`config.mk`:
```
export PLATFORM = sky130hd
export DESIGN_NAME = mul_seq
export DESIGN_NICKNAME = d
export VERILOG_FILES = /design/src/rtl/mul_seq.sv
export SDC_FILE = /design/constraint.sdc
export NUM_CORES = 1
export LEC_CHECK = 0
export CORE_UTILIZATION = 41
export CTS_CLUSTER_DIAMETER = 150
export DETAILED_ROUTE_END_ITERATION = 10
export DONT_BUFFER_PORTS = 1
export PLACE_DENSITY_LB_ADDON = 0.12
export SYNTH_ARGS = -nofsm -noshare
export SYNTH_HDL_FRONTEND = slang
export SYNTH_SLANG_ARGS = --single-unit
```
`constraint.sdc`:
```
create_clock -name clk -period 8.9 [get_ports clk]
set_input_delay 1.78 -clock clk [delete_from_list [all_inputs] [get_ports clk]]
set_output_delay 1.78 -clock clk [all_outputs]
set_load 0.05 [all_outputs]
```
`src/rtl/mul_seq.sv`:
```
// mul_seq: sequential shift-add unsigned multiplier.
// Retires one multiplier bit per BUSY cycle, taking WIDTH cycles regardless of operand values.
module mul_seq #(
    parameter int WIDTH = 32
) (
    input  logic                 clk,
    input  logic                 rst_n,
    input  logic [WIDTH-1:0]     a,
    input  logic [WIDTH-1:0]     b,
    input  logic                 in_valid,
    output logic                 in_ready,
    output logic [2*WIDTH-1:0]   product,
    output logic                 out_valid,
    input  logic                 out_ready
);
    localparam int CW = $clog2(WIDTH + 1);

    typedef enum logic [1:0] {IDLE, BUSY, DONE} state_t;

    state_t               r_state, w_next;
    logic [CW-1:0]        r_cnt;
    logic [WIDTH-1:0]     r_a, r_b;
    logic [2*WIDTH-1:0]   r_acc, w_addend;
    logic                 w_bit, w_last, w_accept;

    assign w_accept  = (r_state == IDLE) && in_valid;
    assign w_bit     = |(r_b & (WIDTH'(1) << r_cnt));
    assign w_addend  = w_bit ? ({{WIDTH{1'b0}}, r_a} << r_cnt) : '0;
    assign w_last    = r_cnt == CW'(WIDTH - 1);
    assign in_ready  = r_state == IDLE;
    assign out_valid = r_state == DONE;
    assign product   = r_acc;

    always_comb begin
        w_next = r_state;
        case (r_state)
            IDLE:    w_next = in_valid ? BUSY : IDLE;
            BUSY:    w_next = w_last ? DONE : BUSY;
            DONE:    w_next = out_ready ? IDLE : DONE;
            default: w_next = IDLE;
        endcase
    end

    always_ff @(posedge clk or negedge rst_n) begin
        if (!rst_n) r_state <= IDLE;
        else        r_state <= w_next;
    end

    // The accumulator doubles as the product register, so it holds its value through DONE and IDLE.
    always_ff @(posedge clk or negedge rst_n) begin
        if (!rst_n) begin
            r_a   <= '0;
            r_b   <= '0;
            r_acc <= '0;
            r_cnt <= '0;
        end else if (w_accept) begin
            r_a   <= a;
            r_b   <= b;
            r_acc <= '0;
            r_cnt <= '0;
        end else if (r_state == BUSY) begin
            r_acc <= r_acc + w_addend;
            r_cnt <= r_cnt + CW'(1);
        end
    end
endmodule
```
==> results of run 1 <==
-- worst paths after layout --
check	from	to	slack, ns	depth (start not counted)
worst max register to register	r_cnt[0]	product[49]	2.06	21
worst max-delay path	r_cnt[0]	product[49]	2.06	21
worst min register to register	r_b[11]	r_b[11]	0.48	2
worst min-delay path	r_b[11]	r_b[11]	0.48	2
max in group asynchronous	rst_n	product[5]	7.63	0
min in group asynchronous	rst_n	product[39]	1.03	0
-- area by class of cell --
class                   instances  area (µm²)  share of cell area
repair buffers                 11        82.6             0.00676
multi-input cells            1214        7540               0.617
well taps                     372         465              0.0381
inverters                      29         109             0.00891
flip-flops and latches        136        3410               0.279
clock buffers                  17         425              0.0348
clock inverters                15         196              0.0161
-- per-stage QoR --
| step | utilization | hold WS (ns) |
|---|---|---|
| after detailed placement | 0.428 | 0.461 |
| final | 0.451 | 0.476 |
| after CTS | 0.451 | 0.480 |
| after floorplan | - | 0.440 |
| after global placement | 0.428 | 0.455 |
| after global routing | 0.451 | 0.507 |
-- cells in the mapped netlist, types with 4 or more instances --
cell                         n  area share
sky130_fd_sc_hd__o22a_1      4      0.0031
sky130_fd_sc_hd__nor2_1    146       0.048
sky130_fd_sc_hd__nand3_1    51       0.022
sky130_fd_sc_hd__nor2b_1    14      0.0077
sky130_fd_sc_hd__nor3_1     21      0.0092
sky130_fd_sc_hd__inv_1      27      0.0089
sky130_fd_sc_hd__a21o_1     40       0.026
sky130_fd_sc_hd__mux2_2     18       0.018
sky130_fd_sc_hd__and2_1     12      0.0066
sky130_fd_sc_hd__nand4_1    15      0.0082
sky130_fd_sc_hd__buf_2       8      0.0035
sky130_fd_sc_hd__a311oi_1    4      0.0031
sky130_fd_sc_hd__a31oi_1    14      0.0077
sky130_fd_sc_hd__ha_1       69       0.076
sky130_fd_sc_hd__o211ai_1    6      0.0040
sky130_fd_sc_hd__a211oi_1   11      0.0072
sky130_fd_sc_hd__or2_2       6      0.0033
sky130_fd_sc_hd__xor2_1     19       0.015
sky130_fd_sc_hd__and3_1     17      0.0093
sky130_fd_sc_hd__mux2i_1    32       0.028
sky130_fd_sc_hd__mux4_2     23       0.045
sky130_fd_sc_hd__o21ai_0   104       0.046
sky130_fd_sc_hd__nor3b_1     5      0.0033
sky130_fd_sc_hd__nand2b_1    9      0.0049
sky130_fd_sc_hd__clkbuf_1   69       0.023
sky130_fd_sc_hd__or3_1       6      0.0033
sky130_fd_sc_hd__o21ai_1     8      0.0035
sky130_fd_sc_hd__nand2_1   342        0.11
sky130_fd_sc_hd__o21bai_1   15      0.0099
sky130_fd_sc_hd__o31ai_1     8      0.0053
sky130_fd_sc_hd__buf_1      10      0.0033
sky130_fd_sc_hd__a22o_1      8      0.0062
sky130_fd_sc_hd__dfrtp_1   136        0.30
sky130_fd_sc_hd__a22oi_1     5      0.0033
sky130_fd_sc_hd__a32oi_1     4      0.0031
sky130_fd_sc_hd__a21oi_1    90       0.040
sky130_fd_sc_hd__xnor2_1    30       0.023
sky130_fd_sc_hd__a211o_1     5      0.0038
sky130_fd_sc_hd__o21a_1      4      0.0026
-- routing by layer --
| layer | up-vias | routed length [µm] | GRT usage |
|---|---|---|---|
| met2 | 319 | 15400 | 0.386 |
| met3 | 45 | 1970 | 0.0444 |
| met1 | 4882 | 16800 | 0.359 |
| met5 | - | 0 | 0 |
| li1 | 5085 | - | - |
| met4 | 0 | 707 | 0.0715 |
-- worst min-delay path: cells and delay by family (launching register included) --
kind             cells  cell delay [ns]
AND/OR/NAND/NOR      2             0.10
flip-flops           1             0.35
-- state kept, by name, summed over array words and instances (netlist names) --
name,cells
r_cnt,6
r_b,32
r_state,2
r_a,32
product,64
-- cells by family after synthesis --
family	share of synthesized area
XOR/XNOR	0.0377
adder cells (fa/ha/maj)	0.0775
multiplexers	0.0914
AO/OA/AOI/OAI	0.205
AND/OR/NAND/NOR	0.249
buffers and inverters	0.0411
flip-flops	0.299
==> metrics.sh, run 1 <==
FINALSETUPVIOLCOUNT=0
END_KIND='flop'
GRT_USE_TOTAL=0.251
TIMING.MAX_CAP.VIOLATIONS=0
IOS=134
NUM-FILL-CELLS=2770
YOSYS_WARNINGS=0
PATH_BUF_INV=3
DIE_Y_UM=169
TRITONCTS_NUM_SINKS=136
RESULT_OF_THE_RUN='finished, final reports clean'
ROUTE.FINAL.WIRE_LENGTH_MM=35.0
FINAL_LAYOUT_SIZE_SUFFIX_GT1_FRAC=0.0752
FINAL_CELLS=1794
FINAL_COMMON_CELL='sky130_fd_sc_hd__nand2_1'
FMAX_MHz=146
TIMING.CRITICAL_PATH.FANOUT_MAX=44
AREA_DELTA_SYNTH_FINAL_PCT=7.29
CRIT_TYPE='reg2reg'
FINALCRITICALPERIOD_NS=6.84
CTSHOLDBUFFERS=0
CRITICAL-PATH-TOP-CELL-BY-COUNT='sky130_fd_sc_hd__nor2_1'
CP_CELL_SEQUENCE='inv_1 -> ha_1 -> a222oi_1 -> nor2_1 -> a311oi_1 -> a31oi_1 -> o21ai_0 -> buf_4 -> and2_0 -> buf_4 -> nor2_1 -> ha_1 -> nand4_1 -> nor4_1 -> nand3_1 -> a211oi_1 -> nor3_1 -> o21bai_1 -> a21o_1 -> nor2_1 -> a211o_1'
CORE_FOOTPRINT_UM2=27100
GRT_ANTENNA_BEFORE_REPAIR=0
OVERFLOW=0
CTS_REPAIR_RESIZE_COUNT=0
HTREEDEPTH=4
FINALINSTANCEAREA_UM2=12200
VIAS_PER_CELL=5.76
POSTLAYOUTSETUPSLACKWORST_NS=2.06
WORST_EP_ARRIVAL_TIME_NS=7.16
SYNTH_FLOP_CELL='sky130_fd_sc_hd__dfrtp_1'
LAYOUT_WORST_PATH_CYCLE_SHARE=0.768
SYNTH_SEQUENTIAL_AREA_RATIO=0.299
HEADROOM_TO_THE_MAX_SLEW_LIMIT=0.300
SLOWEST_STAGE='sky130_fd_sc_hd__dfrtp_2'
HOLDCRITPATHCLASS='reg2reg'
CTS_BUFFERS=17
CLOCK_TREE_FROM_TRITONCTS='yes'
YS_SEQ_ELEMENTS=136
START_UTIL=0.420
SYNTHARSTFLOPSHARE=1.00
CLOCK_TREE.BUFFER_DEPTH=2
TOTAL_VIAS_IN_THE_FINAL_ROUTE=10300
DIE_WIDTH_UM=169
NETLIST_INSTANCES=1468
NETS=1547
COUNT_OF_INPUT_AND_OUTPUT_BUFFERS=0
PATH_CLK_SLEW_NS=0.08
POST-ROUTE-DRC-COUNT=0
WIRE_PER_INST_UM=19.5
HPWL_MM=25.9
GP_ROUTABILITY_CONGESTION=0.953
RSZ0062_AT_GRT='no'
DRT_FIRST_ITER_VIOLATIONS=892
DRT_PASS1_ITERATIONS=6
MAX_SLEW.WORST_PIN.SLEW_NS=1.05
SYNTH.LIB_CELLS_USED.DISTINCT=73
CLOCK_SKEW_NS=0.0169
SETUP.WORST_PATH.START_CLASS='flop'
DESIGN.DIE.AREA_UM2=28500
FINAL-MAX-SLEW-VIOLATION-COUNT=0
POSTCTSSETUPBUFFERS=0
DIODES=0
CLOCK_INSERTION_DELAY_WORST_SKEW_NS=0.44
SYNTH_FP_NETS=1606
SYNTH_ENABLE_FLOP_CELLS=0
MOST_FREQUENT_CELLS_IN_THE_LAYOUT='sky130_fd_sc_hd__nand2_1 (341), sky130_fd_sc_hd__nor2_1 (145), sky130_fd_sc_hd__dfrtp_1 (133)'
GRT_START_MAX_NET_PINS=137
SYN-MEAN-INSTANCE-AREA_UM2=7.76
FINAL_HOLD_VIOL_COUNT=0
WORST_PATH_LARGEST_CELL_DELAY_NS=1.04
PLACED_CELLS=1762
GRT_FIRST_PASS_WIRELENGTH_MM=55.9
CP_DATA_REQUIRED_TIME_NS=9.22
CRIT_FAMILY='compound AO/OA/AOI/OAI gates'
STD_CELL_ROWS=60
VIAS_IN_THE_FIRST_GLOBAL_ROUTE=10000
SYNTH.CELL_AREA_UM2=11400
FINAL.SETUP.TNS_NS=0
CLOCKROOTBUFFER='sky130_fd_sc_hd__clkbuf_16'
SETUP_WS_PRE_CTS_NS=2.19
ANTENNA_VIOLATING_NETS_POST_ROUTE=0
PLACED_CELL_AREA_UM2=11600
Power of run 1 is left out: the tool's default activity adds up to more than one toggle a clock period on the data nets, which glitch-free logic cannot reach.
==> inputs of run 2 (changes only) <==
--- a/config.mk
+++ b/config.mk
@@ -5,6 +5,7 @@
 export SDC_FILE = /design/constraint.sdc
 export NUM_CORES = 1
 export LEC_CHECK = 0
+export ABC_AREA = 1
 export CORE_UTILIZATION = 41
 export CTS_CLUSTER_DIAMETER = 150
 export DETAILED_ROUTE_END_ITERATION = 10
==> constraint.sdc (replaced) <==
create_clock -name clk -period 5.95 [get_ports clk]
set_input_delay 1.19 -clock clk [delete_from_list [all_inputs] [get_ports clk]]
set_output_delay 1.19 -clock clk [all_outputs]
set_load 0.05 [all_outputs]
==> metrics.sh, run 2 <==
RESULT_OF_THE_RUN='finished, final reports clean'  # unchanged
COUNT_OF_INPUT_AND_OUTPUT_BUFFERS=0  # unchanged
FINAL_HOLD_VIOL_COUNT=0  # unchanged
CTSHOLDBUFFERS=0  # unchanged
HPWL_MM=43.9  # was 25.9 mm
REG2REG_DEPTH=25  # was 21
CLOCKROOTBUFFER='sky130_fd_sc_hd__clkbuf_16'  # unchanged
NETLIST_INSTANCES=2473  # was 1,468
END_KIND='flop'  # unchanged
NUM-FILL-CELLS=3690  # was 2,770
WORST_PATH_LARGEST_CELL_DELAY_NS=0.42  # was 1.04 ns
GRT_USE_TOTAL=0.322  # was 0.251
HOLDCRITPATHCLASS='in2async'  # was reg2reg
SETUP.WORST_PATH.START_CLASS='flop'  # unchanged
VIAS_IN_THE_FIRST_GLOBAL_ROUTE=13900  # was 10,000
WORST_EP_ARRIVAL_TIME_NS=5.07  # was 7.16 ns
CLOCK_TREE.BUFFER_DEPTH=2  # unchanged
YOSYS_WARNINGS=0  # unchanged
IOS=134  # unchanged
HTREEDEPTH=4  # unchanged
GRT_ANTENNA_BEFORE_REPAIR=1  # was 0
YOSYSTOPAREACELLSHARE=0.319  # was 0.299
YOSYSMOSTFREQUENTCELL='sky130_fd_sc_hd__nand2_1'  # unchanged
LAYOUT_WORST_PATH_CYCLE_SHARE=0.795  # was 0.768
START_UTIL=0.418  # was 0.420
TIMING.CRITICAL_PATH.FANOUT_MAX=34  # was 44
CTS_BUFFERS=17  # unchanged
DRT_PASS1_ITERATIONS=6  # unchanged
SYNTH.TOP_CELLS.BY_COUNT='sky130_fd_sc_hd__nand2_1 (1,161), sky130_fd_sc_hd__inv_1 (380), sky130_fd_sc_hd__nand3_1 (181)'  # was sky130_fd_sc_hd__nand2_1 (342), sky130_fd_sc_hd__nor2_1 (146), sky130_fd_sc_hd__dfrtp_1 (136)
TIMING.RR.START='r_cnt[0]'  # unchanged
SYNTH.CELL_AREA_UM2=13700  # was 11,400 µm²
MOST_FREQUENT_CELLS_IN_THE_LAYOUT='sky130_fd_sc_hd__nand2_1 (1,160), sky130_fd_sc_hd__inv_1 (380), sky130_fd_sc_hd__nand3_1 (181)'  # was sky130_fd_sc_hd__nand2_1 (341), sky130_fd_sc_hd__nor2_1 (145), sky130_fd_sc_hd__dfrtp_1 (133)
POSTCTSSETUPBUFFERS=0  # unchanged
RSZ0062_AT_GRT='no'  # unchanged
FINAL.SETUP.TNS_NS=0  # unchanged
FMAX_MHz=212  # was 146 MHz
CLOCK_SKEW_NS=0.0145  # was 0.0169 ns
CLOCK_INSERTION_DELAY_WORST_SKEW_NS=0.46  # was 0.44 ns
SLOWEST_STAGE='sky130_fd_sc_hd__dfrtp_1'  # was sky130_fd_sc_hd__dfrtp_2
DRT_FIRST_ITER_VIOLATIONS=1317  # was 892
TIMING.MAX_CAP.VIOLATIONS=0  # unchanged
MAX_SLEW.WORST_PIN.SLEW_NS=1.12  # was 1.05 ns
LARGEST_REGISTER_FFS=64  # unchanged
FINALCRITICALPERIOD_NS=4.73  # was 6.84 ns
SYN-MEAN-INSTANCE-AREA_UM2=5.52  # was 7.76 µm²
HOLDWS_NS=0.424  # was 0.476 ns
POSTLAYOUTSETUPSLACKWORST_NS=1.22  # was 2.06 ns
SYNTH-SIMPLE-AREA-SHARE=0.467  # was 0.249
CTS_REPAIR_RESIZE_COUNT=0  # unchanged
FINAL-MAX-SLEW-VIOLATION-COUNT=0  # unchanged
HEADROOM_TO_THE_MAX_SLEW_LIMIT=0.249  # was 0.300
WIRE_PER_INST_UM=18.7  # was 19.5 µm
SYNTH_FP_NETS=2611  # was 1,606
SYNTH_FLOP_CELL='sky130_fd_sc_hd__dfrtp_1'  # unchanged
OVERFLOW=0  # unchanged
PATH_BUF_INV=3  # unchanged
TOTAL_VIAS_IN_THE_FINAL_ROUTE=14800  # was 10,300
SYNTHARSTFLOPSHARE=1.00  # unchanged
CRITICAL-PATH-TOP-CELL-BY-COUNT='sky130_fd_sc_hd__nand2_1'  # was sky130_fd_sc_hd__nor2_1
CP_DATA_REQUIRED_TIME_NS=6.29  # was 9.22 ns
ROUTE.FINAL.WIRE_LENGTH_MM=53.9  # was 35.0 mm
NETS=2575  # was 1,547
FINAL_LAYOUT_SIZE_SUFFIX_GT1_FRAC=0.0302  # was 0.0752
STD_CELL_ROWS=66  # was 60
CORE_FOOTPRINT_UM2=32700  # was 27,100 µm²
YOSYS.AREA_SHARE.XOR_XNOR=0.00128  # was 0.0377
NETLIST.TOP_CELL.BY_AREA='sky130_fd_sc_hd__nand2_1'  # was sky130_fd_sc_hd__dfrtp_1
DIODES=0  # unchanged
R2R_SLACK_NS=1.22  # was 2.06 ns
POST-ROUTE-DRC-COUNT=0  # unchanged
DIE_WIDTH_UM=185  # was 169 µm
GRT_FIRST_PASS_WIRELENGTH_MM=80.8  # was 55.9 mm
YS_TOP_CELLS_BY_AREA='sky130_fd_sc_hd__nand2_1 (32%), sky130_fd_sc_hd__dfrtp_1 (25%), sky130_fd_sc_hd__inv_1 (10%)'  # was sky130_fd_sc_hd__dfrtp_1 (30%), sky130_fd_sc_hd__nand2_1 (11%), sky130_fd_sc_hd__ha_1 (7.6%)
SYNTH_TOP_FAMILY_BY_AREA='simple AND/OR/NAND/NOR gates'  # unchanged
SETUP_WS_PRE_CTS_NS=1.27  # was 2.19 ns
PATH_CLK_SLEW_NS=0.07  # was 0.08 ns
ANTENNA_VIOLATING_NETS_POST_ROUTE=0  # unchanged
CLOCK_TREE_FROM_TRITONCTS='yes'  # unchanged
YS_SEQ_ELEMENTS=136  # unchanged
POST_SYNTH_MUX_AREA_SHARE=0  # was 0.0914
AREA_DELTA_SYNTH_FINAL_PCT=6.80  # was 7.29%
POST_SYNTH_FA_HA_MAJ_AREA_FRACTION=0.0647  # was 0.0775
DESIGN.DIE.AREA_UM2=34100  # was 28,500 µm²
CRIT_FAMILY='simple AND/OR/NAND/NOR gates'  # was compound AO/OA/AOI/OAI gates
SYNTH.LIB_CELLS_USED.DISTINCT=42  # was 73
DIE_Y_UM=185  # was 169 µm
REGTOREGENDPOINT='product[62]'  # was product[49]
SYNTH_SEQUENTIAL_AREA_RATIO=0.249  # was 0.299
SYNTH_ENABLE_FLOP_CELLS=0  # unchanged
CRIT_TYPE='reg2reg'  # unchanged
TRITONCTS_NUM_SINKS=136  # unchanged
VIAS_PER_CELL=5.13  # was 5.76
FINAL_COMMON_CELL='sky130_fd_sc_hd__nand2_1'  # unchanged
FINALSETUPVIOLCOUNT=0  # unchanged
GRT_START_MAX_NET_PINS=137  # unchanged
POST_SYNTHESIS_COMPOUND_GATE_AREA_FRACTION=0.0865  # was 0.205
GP_ROUTABILITY_CONGESTION=0.986  # was 0.953
==> run 2: worst max-delay path by stage <==
stage	start	cells past startpoint	to	slack, ns
6_report	r_cnt[0]	25	product[62]	1.22
3_3_place_gp	r_cnt[0]	25	product[62]	1.33
3_5_place_dp	r_cnt[0]	25	product[62]	1.27
5_1_grt	r_cnt[0]	25	product[62]	0.70
2_1_floorplan	r_cnt[2]	29	product[62]	2.23
4_1_cts	r_cnt[0]	25	product[62]	1.22
==> run 2: kinds of logic after synthesis <==
| family | after synthesis |
|---|---|
| AND/OR/NAND/NOR | 1590 |
| buffers and inverters | 460 |
| adder cells (fa/ha/maj) | 70 |
| flip-flops | 136 |
| XOR/XNOR | 2 |
| AO/OA/AOI/OAI | 215 |
==> run 2: cell type report <==
| class | count | area (µm²) | share of cell area |
|---|---|---|---|
| inverter | 388 | 1460 | 0.100 |
| tap | 442 | 553 | 0.0379 |
| clock inverter | 15 | 156 | 0.0107 |
| sequential | 136 | 3400 | 0.233 |
| clock buffer | 17 | 425 | 0.0292 |
| multi-input combinational | 1877 | 8470 | 0.580 |
| timing repair buffer | 17 | 128 | 0.00875 |
==> run 2: metal layers <==
layer / up-vias / track usage / wire length [µm]
li1: 7529 / - / -
met1: 6725 / 0.417 / 24000
met2: 470 / 0.520 / 24200
met3: 105 / 0.0589 / 3420
met4: 2 / 0.145 / 2310
met5: - / 0 / 11
==> run 2: worst register-to-register path, stage by stage (launching register included) <==
cell and delay [ns]:
sky130_fd_sc_hd__dfrtp_1 0.42, sky130_fd_sc_hd__inv_2 0.40, sky130_fd_sc_hd__ha_1 0.40, sky130_fd_sc_hd__nand3_1 0.15, sky130_fd_sc_hd__o22ai_1 0.17, sky130_fd_sc_hd__nor3_1 0.07
sky130_fd_sc_hd__nand3_1 0.09, sky130_fd_sc_hd__nand2_1 0.11, sky130_fd_sc_hd__nand2_4 0.26, sky130_fd_sc_hd__nand2_1 0.16, sky130_fd_sc_hd__inv_1 0.08, sky130_fd_sc_hd__ha_1 0.29
sky130_fd_sc_hd__inv_1 0.09, sky130_fd_sc_hd__fa_1 0.40, sky130_fd_sc_hd__nor2_1 0.19, sky130_fd_sc_hd__nand2_1 0.07, sky130_fd_sc_hd__nand3_1 0.18, sky130_fd_sc_hd__nand2_1 0.08
sky130_fd_sc_hd__nand2_1 0.19, sky130_fd_sc_hd__nand2_1 0.08, sky130_fd_sc_hd__nand2_1 0.28, sky130_fd_sc_hd__nand2_1 0.20, sky130_fd_sc_hd__nand2_1 0.11, sky130_fd_sc_hd__nand2_1 0.05
sky130_fd_sc_hd__nand3_1 0.06, sky130_fd_sc_hd__nand2_1 0.06
==> run 2: metrics by stage <==
step	std cells	cell area (µm²)	util
after floorplan	2473	13700	-
after global placement	2860	14000	0.428
after detailed placement	2860	14000	0.428
after CTS	2892	14600	0.446
after global routing	2892	14600	0.446
final	2892	14600	0.446
Power of run 2 is left out for the same reason.
